### config.mk
export PLATFORM = sky130hd
export DESIGN_NAME = spi_cmd_bridge
export DESIGN_NICKNAME = d
export VERILOG_FILES = /design/src/rtl/spi_cmd_pkg.sv /design/src/rtl/sync_edge.sv /design/src/rtl/spi_cmd_bridge.sv
export SDC_FILE = /design/constraint.sdc
export NUM_CORES = 1
export LEC_CHECK = 0
export CAP_MARGIN = 25
export CORE_AREA = 2 2 84 86
export CTS_BUF_LIST = sky130_fd_sc_hd__clkbuf_16
export DETAILED_ROUTE_END_ITERATION = 10
export DIE_AREA = 0 0 86 88
export MAX_ROUTING_LAYER = met4
export PLACE_DENSITY = 0.84
export REMOVE_ABC_BUFFERS = 1
export SLEW_MARGIN = 15
export SYNTH_ARGS = -nofsm -noshare
export SYNTH_HDL_FRONTEND = slang
export SYNTH_HIERARCHICAL = 1
export SYNTH_SLANG_ARGS = --single-unit
export TNS_END_PERCENT = 30
### constraint.sdc
create_clock -name clk -period 3.08 [get_ports clk]
set_clock_uncertainty 0.1 [all_clocks]
set_input_delay 0.616 -clock clk [delete_from_list [all_inputs] [get_ports clk]]
set_output_delay 0.616 -clock clk [all_outputs]
set_load 0.01 [all_outputs]
### src/rtl/spi_cmd_pkg.sv
// Shared opcodes, ID byte and state encoding for the SPI command bridge.
package spi_cmd_pkg;

   localparam logic [7:0] CMD_WRITE = 8'h02;
   localparam logic [7:0] CMD_READ  = 8'h03;
   localparam logic [7:0] CMD_ID    = 8'h9F;
   localparam logic [7:0] ID_BYTE   = 8'hA5;

   typedef enum logic [2:0] {
      ST_IDLE,
      ST_CMD,
      ST_ADDR2,
      ST_ADDR1,
      ST_ADDR0,
      ST_DATA,
      ST_ID,
      ST_IGNORE
   } state_t;

endpackage

### src/rtl/sync_edge.sv
// Multi-flop synchronizer with rise/fall pulses on the synchronized level.
module sync_edge #(
   parameter int   STAGES  = 2,
   parameter logic RST_VAL = 1'b0
) (
   input  logic clk,
   input  logic rst_n,
   input  logic d,
   output logic q,
   output logic rise,
   output logic fall
);

   logic [STAGES-1:0] chain;
   logic              q_d;

   always_ff @(posedge clk or negedge rst_n) begin
      if (!rst_n) begin
         chain <= {STAGES{RST_VAL}};
         q_d   <= RST_VAL;
      end else begin
         chain <= {chain[STAGES-2:0], d};
         q_d   <= chain[STAGES-1];
      end
   end

   assign q    = chain[STAGES-1];
   assign rise = q & ~q_d;
   assign fall = ~q & q_d;

endmodule

### src/rtl/spi_cmd_bridge.sv
// Framed SPI command decoder driving single-byte cart memory transactions.
// Address auto-increment is enabled by defining SPI_CMD_BRIDGE_AUTOINC_EN.
module spi_cmd_bridge
   import spi_cmd_pkg::*;
#(
   parameter int ADDR_W      = 24,
   parameter int SYNC_STAGES = 2
) (
   input  logic              clk,
   input  logic              rst_n,
   input  logic              cs,
   input  logic              finished,
   input  logic [7:0]        in_byte,
   output logic [7:0]        out_byte,
   output logic              mem_req,
   output logic              mem_we,
   output logic [ADDR_W-1:0] mem_addr,
   output logic [7:0]        mem_wdata,
   input  logic              mem_ack,
   input  logic [7:0]        mem_rdata,
   output logic              busy,
   output logic              err
);

   logic cs_s, cs_rise, cs_fall;
   logic fin_rise, fin_unused_q, fin_unused_fall;

   sync_edge #(.STAGES(SYNC_STAGES), .RST_VAL(1'b1)) u_cs_sync (
      .clk  (clk),
      .rst_n(rst_n),
      .d    (cs),
      .q    (cs_s),
      .rise (cs_rise),
      .fall (cs_fall)
   );

   sync_edge #(.STAGES(SYNC_STAGES), .RST_VAL(1'b0)) u_fin_sync (
      .clk  (clk),
      .rst_n(rst_n),
      .d    (finished),
      .q    (fin_unused_q),
      .rise (fin_rise),
      .fall (fin_unused_fall)
   );

   // cs synchronizer output is a flop, so busy is glitch-free
   assign busy = ~cs_s;

   state_t            state;
   logic              is_read;
   logic              req_own;
   logic [ADDR_W-1:0] addr;
   logic [ADDR_W-1:0] addr_next;

   // MSB-first shift; bits above ADDR_W fall off the top
   assign addr_next = {addr[ADDR_W-9:0], in_byte};

   always_ff @(posedge clk or negedge rst_n) begin
      if (!rst_n) begin
         state     <= ST_IDLE;
         is_read   <= 1'b0;
         req_own   <= 1'b0;
         addr      <= '0;
         out_byte  <= 8'h00;
         mem_req   <= 1'b0;
         mem_we    <= 1'b0;
         mem_addr  <= '0;
         mem_wdata <= 8'h00;
         err       <= 1'b0;
      end else begin
         // Completion; only requests issued by the live frame touch addr/out_byte
         if (mem_req && mem_ack) begin
            mem_req <= 1'b0;
            req_own <= 1'b0;
            if (req_own && state == ST_DATA) begin
               if (!mem_we)
                  out_byte <= mem_rdata;
`ifdef SPI_CMD_BRIDGE_AUTOINC_EN
               addr <= addr + ADDR_W'(1);
`endif
            end
         end

         if (cs_rise) begin
            state    <= ST_IDLE;
            out_byte <= 8'h00;
            req_own  <= 1'b0;
         end else if (cs_fall) begin
            state    <= ST_CMD;
            err      <= 1'b0;
            addr     <= '0;
            out_byte <= 8'h00;
         end else if (fin_rise) begin
            case (state)
               ST_CMD: begin
                  if (in_byte == CMD_WRITE) begin
                     is_read <= 1'b0;
                     state   <= ST_ADDR2;
                  end else if (in_byte == CMD_READ) begin
                     is_read <= 1'b1;
                     state   <= ST_ADDR2;
                  end else if (in_byte == CMD_ID) begin
                     out_byte <= ID_BYTE;
                     state    <= ST_ID;
                  end else begin
                     err   <= 1'b1;
                     state <= ST_IGNORE;
                  end
               end
               ST_ADDR2: begin
                  addr  <= addr_next;
                  state <= ST_ADDR1;
               end
               ST_ADDR1: begin
                  addr  <= addr_next;
                  state <= ST_ADDR0;
               end
               ST_ADDR0: begin
                  addr  <= addr_next;
                  state <= ST_DATA;
                  if (is_read) begin
                     if (mem_req) begin
                        err <= 1'b1;
                     end else begin
                        mem_req  <= 1'b1;
                        req_own  <= 1'b1;
                        mem_we   <= 1'b0;
                        mem_addr <= addr_next;
                     end
                  end
               end
               ST_DATA: begin
                  // One outstanding request max: an overlapping byte is lost
                  if (mem_req) begin
                     err <= 1'b1;
                  end else begin
                     mem_req  <= 1'b1;
                     req_own  <= 1'b1;
                     mem_we   <= ~is_read;
                     mem_addr <= addr;
                     if (!is_read)
                        mem_wdata <= in_byte;
                  end
               end
               default: ;
            endcase
         end
      end
   end

endmodule

Yosys cells after proc, flatten, opt, wreduce, memory -nomap -nowiden
Cells that the tools add are included.
W data, S select, Z words.

storage, ports and cells
  register bits = 78
  output and inout port bits = 44
  input port bits = 21

cells by class
  eq/ne operators = 15
  multiplexer cells = 52
  reductions and logical operators = 16
  bitwise operators = 10

operators by type and width
  cell                  count
  $mux W24              6
  $mux W8               10
  $pmux W24 S2          1
  $mux W1               25
  $eq A8 B2 Y1 const B  2
  $mux W3               5
  $reduce_and A7 Y1     2
  $ne A3 B3 Y1 const B  4
  $pmux W3 S4           1
  $eq A8 B8 Y1 const B  1
  $reduce_bool A2 Y1    4
  $not A1 Y1            7
  $eq A3 B2 Y1 const B  2
  $eq A3 B3 Y1 const B  2
  $ne A2 B2 Y1 const B  3
  $pmux W1 S2           3
  $reduce_and A6 Y1     1
  $reduce_bool A6 Y1    1
  $reduce_and A5 Y1     1
  $reduce_bool A4 Y1    1
  $and A1 B1 Y1         3
  $eq A3 B1 Y1 const B  1
  $pmux W1 S3           1
  $reduce_and A3 Y1     1
  4 further kinds       5

Depth between registers and ports, before layout
  depth after elaboration = 11
  mapped depth = 7
  mapped depth without buffers = 5

Hierarchy
Netlist, hierarchy kept.

modules (own cells, without submodules)
  module                   area an instance (um^2)  cells an instance  instances  seq. area each (um^2)
  spi_cmd_bridge           3104.2                   263                1          1801.7
  sync_edge at u_cs_sync   93.8                     5                  1          78.8
  sync_edge at u_fin_sync  90.1                     5                  1          75.1

Worst setup path before layout
Ideal clock, no wire load.

  kind = flip-flop to flip-flop
  start = register u_cs_sync.chain[1]
  end = register mem_wdata[0]
  library setup time = 0.125 ns
  stages on the path, launching flop included = 6
  arrival time = 2.055 ns
  clock period less this slack = 2.280 ns
  setup slack = 0.800 ns
  cells stage by stage = dfstp_2 > and2b_2 > or3b_1 > buf_2 > nor4_4 > mux2_2

on the way
  longest elaborated chain between the ends = 4

RTL lines
  item                                RTL line               RTL
  start: declaration                  sync_edge.sv:14        logic [STAGES-1:0] chain;
  start signal: assignment            sync_edge.sv:19        chain <= {STAGES{RST_VAL}};
  start signal: assignment            sync_edge.sv:22        chain <= {chain[STAGES-2:0], d};
  $not A1 Y1                          sync_edge.sv:29        assign fall = ~q & q_d;
  $and A1 B1 Y1                       sync_edge.sv:29
  net cs_fall                         spi_cmd_bridge.sv:25   logic cs_s, cs_rise, cs_fall;
  $not A1 Y1 (no source line)         -
  $reduce_and A6 Y1 (no source line)  -
  end signal: assignment              spi_cmd_bridge.sv:142  mem_wdata <= in_byte;
  end: declaration                    spi_cmd_bridge.sv:18   output logic [7:0] mem_wdata,

The timed path passes the listed nets, and every way through them passes these cells.
A chain may end at the register's enable or synchronous reset.

Final worst setup path
  start = register u_cs_sync.chain[1]
  end = register mem_wdata[7]

Same word-level chain as after synthesis.

==> metrics.csv <==
stage;metric;value;unit
critical_path;master of the slowest instance on the critical path;nor4_4;
clock_network;Setup Buffers After CTS;0;
placed_design;Routability Congestion;0.8892;
global_routing;vias in the first global route;2341;
clock_network;Sink Count;78;
critical_path;CP Class;register to register;
clock_network;CTS resizes;0;
critical_path;CP bufs+invs;0;
clock_network;CTS H-tree depth;3;
sta;RSZ-0062 raised after global routing;false;
cells_and_area;nets;357;
clock_network;CTS Buf Count;9;
cells_and_area;layout cells sized above 1;0.1144;
critical_path;Critical Path RT;3190;ps
floorplan;Initial Util;0.4936;
floorplan;num rows;30;
detailed_routing;Wirelength per Cell;16.63;um
run;Max Cap Viol;0;
detailed_routing;DR vias;2323;
critical_path;max incr delay on CP;580;ps
sta;hold slack;33.21;ps
sta;FMAX;0.3992;GHz
yosys;Mapped Cells;272;
critical_path;critical path's top delay family;simple AND/OR/NAND/NOR gates;
clock_network;clock root cell;clkbuf_16;
global_routing;total gr overflow;0;
detailed_routing;WL final;7.002;mm
cells_and_area;Layout area overhead;31.78;%
detailed_routing;Avg Vias per Cell;5.518;
power;Worst IR Drop VDD;480.4;uV
critical_path;critical path cell sequence;and2b_2, or3b_1, nor4_4, mux2_2;
sta;Worst Setup Slack, final;575.0;ps
critical_path;critical path startpoint category;register;
global_routing;gr usage total;0.2012;
clock_network;TritonCTS clock tree;built;
placed_design;I/O Buffers;64;
floorplan;die width;86;um
sta;post-layout min period;2505;ps
detailed_routing;post-route ant nets;0;
min_path;Hold Crit Class;primary input to async pin;
sta;Final Cycle Share;0.8133;
detailed_routing;DR iter-0 viols;154;
cells_and_area;Filler cells;503;
yosys;Yosys warnings;6;
global_routing;initial antenna violation count;0;
critical_path;crit path DAT;2620;ps
global_routing;largest net degree at the start of global routing;79;
sta;Slew Limit Fails;0;
sta;setup violators final;0;
yosys;Avg Synthesized Cell Area;12.06;um^2
sta;worst-margin pin slew;807.2;ps
floorplan;Die ar.;7568;um^2
detailed_routing;# DRC;0;
placed_design;pre-CTS WS;589.3;ps
clock_network;clock-pin transition on the worst setup and hold timing paths;60;ps
clock_network;clock buffer depth;2;
power;pwr/cell area;746.3;nW/um^2
detailed_routing;drt pass-1 iters;4;
cells_and_area;fin util;0.6505;
sta;Final Hold Fails;0;
clock_network;CTS Hold Bufs;0;
floorplan;die height;88;um
outcome;status;finished clean;
sta;relative slew slack;0.4619;
floorplan;Boundary Pins;65;
critical_path;Critical Path End Type;register;
critical_path;critical-path maximum fanout;9;
clock_network;clk_lat worst skew;330;ps
cells_and_area;Diodes inserted;0;
placed_design;detailed placement HPWL;4.479;mm
floorplan;area of the core;6644;um^2
global_routing;global-route wire length before repair;11.34;mm
power;leak pwr;0.002001;uW
yosys;Syn Std Cell Area;3279;um^2
sta;TNS Setup;0;ps
==> per-stage QoR <==
stage	total power, uW	instance area, um^2	cells
floorplan	1653	3203	256
global placement	2093	3971	404
detailed placement	2115	3971	404
CTS	3249	4294	420
global route	3370	4322	421
finish	3225	4322	421
==> worst register-to-register path: stages (launching register included) <==
cell,delay [ps]
dfstp_2,550
and2b_2,230
or3b_1,510
nor4_4,590
mux2_2,410
==> registers in the layout, summed over array words and instances, names as in the netlist <==
name,cells
u_fin_sync/chain,2
mem_we,1
u_cs_sync/chain,2
u_fin_sync/q_d,1
addr,24
state,3
mem_wdata,8
mem_addr,24
u_cs_sync/q_d,1
req_own,1
out_byte,8
is_read,1
err,1
mem_req,1
==> routing by layer <==
layer  wire (um)  vias to the layer above  GRT usage
met2        3459                       59     0.3051
li1            -                     1104          -
met4         195                        0     0.1097
met3         315                       16    0.03864
met1        3032                     1144     0.2559
met5           0                        -          -
==> path summary, 6_finish.rpt <==
check	start	endpoint	slack [ps]	cells past startpoint
max in group asynchronous	rst_n	u_cs_sync/chain[0]	2240	2
worst max-delay path	u_cs_sync/chain[1]	mem_wdata[7]	570	4
worst min register to register	u_fin_sync/chain[0]	u_fin_sync/chain[1]	250	0
worst min-delay path	rst_n	mem_addr[16]	30	1
min in group clk	u_fin_sync/chain[0]	u_fin_sync/chain[1]	250	0
worst max register to register	u_cs_sync/chain[1]	mem_wdata[7]	570	4
==> final cells by class <==
class	instances	area (um^2)	area share
sequential	78	1956	0.4525
multi-input combinational	171	1221	0.2826
clock buffer	9	225.2	0.05211
tap	80	100.1	0.02316
clock inverter	7	97.59	0.02258
timing repair buffer	69	695.7	0.1610
inverter	7	26.28	0.006080
==> where the power goes <==
part / switching (uW) / internal [uW]
Sequential: 128 / 1220
Clock: 412 / 711
Combinational: 320 / 439
Total: 860 / 2370
==> placed cells by master (no fill, tap or decap), drive strengths merged, types with 3 or more instances in the layout <==
cell type	count
buf	6
mux2i	32
mux2	9
nor4	5
a21oi	34
nor2b	3
nor2	34
clkbuf	9
clkdlybuf4s50	63
inv	8
dfrtp	75
o21ai	5
dfstp	3
nand2	3
a22o	24
Power figures use the tool's default switching activity.
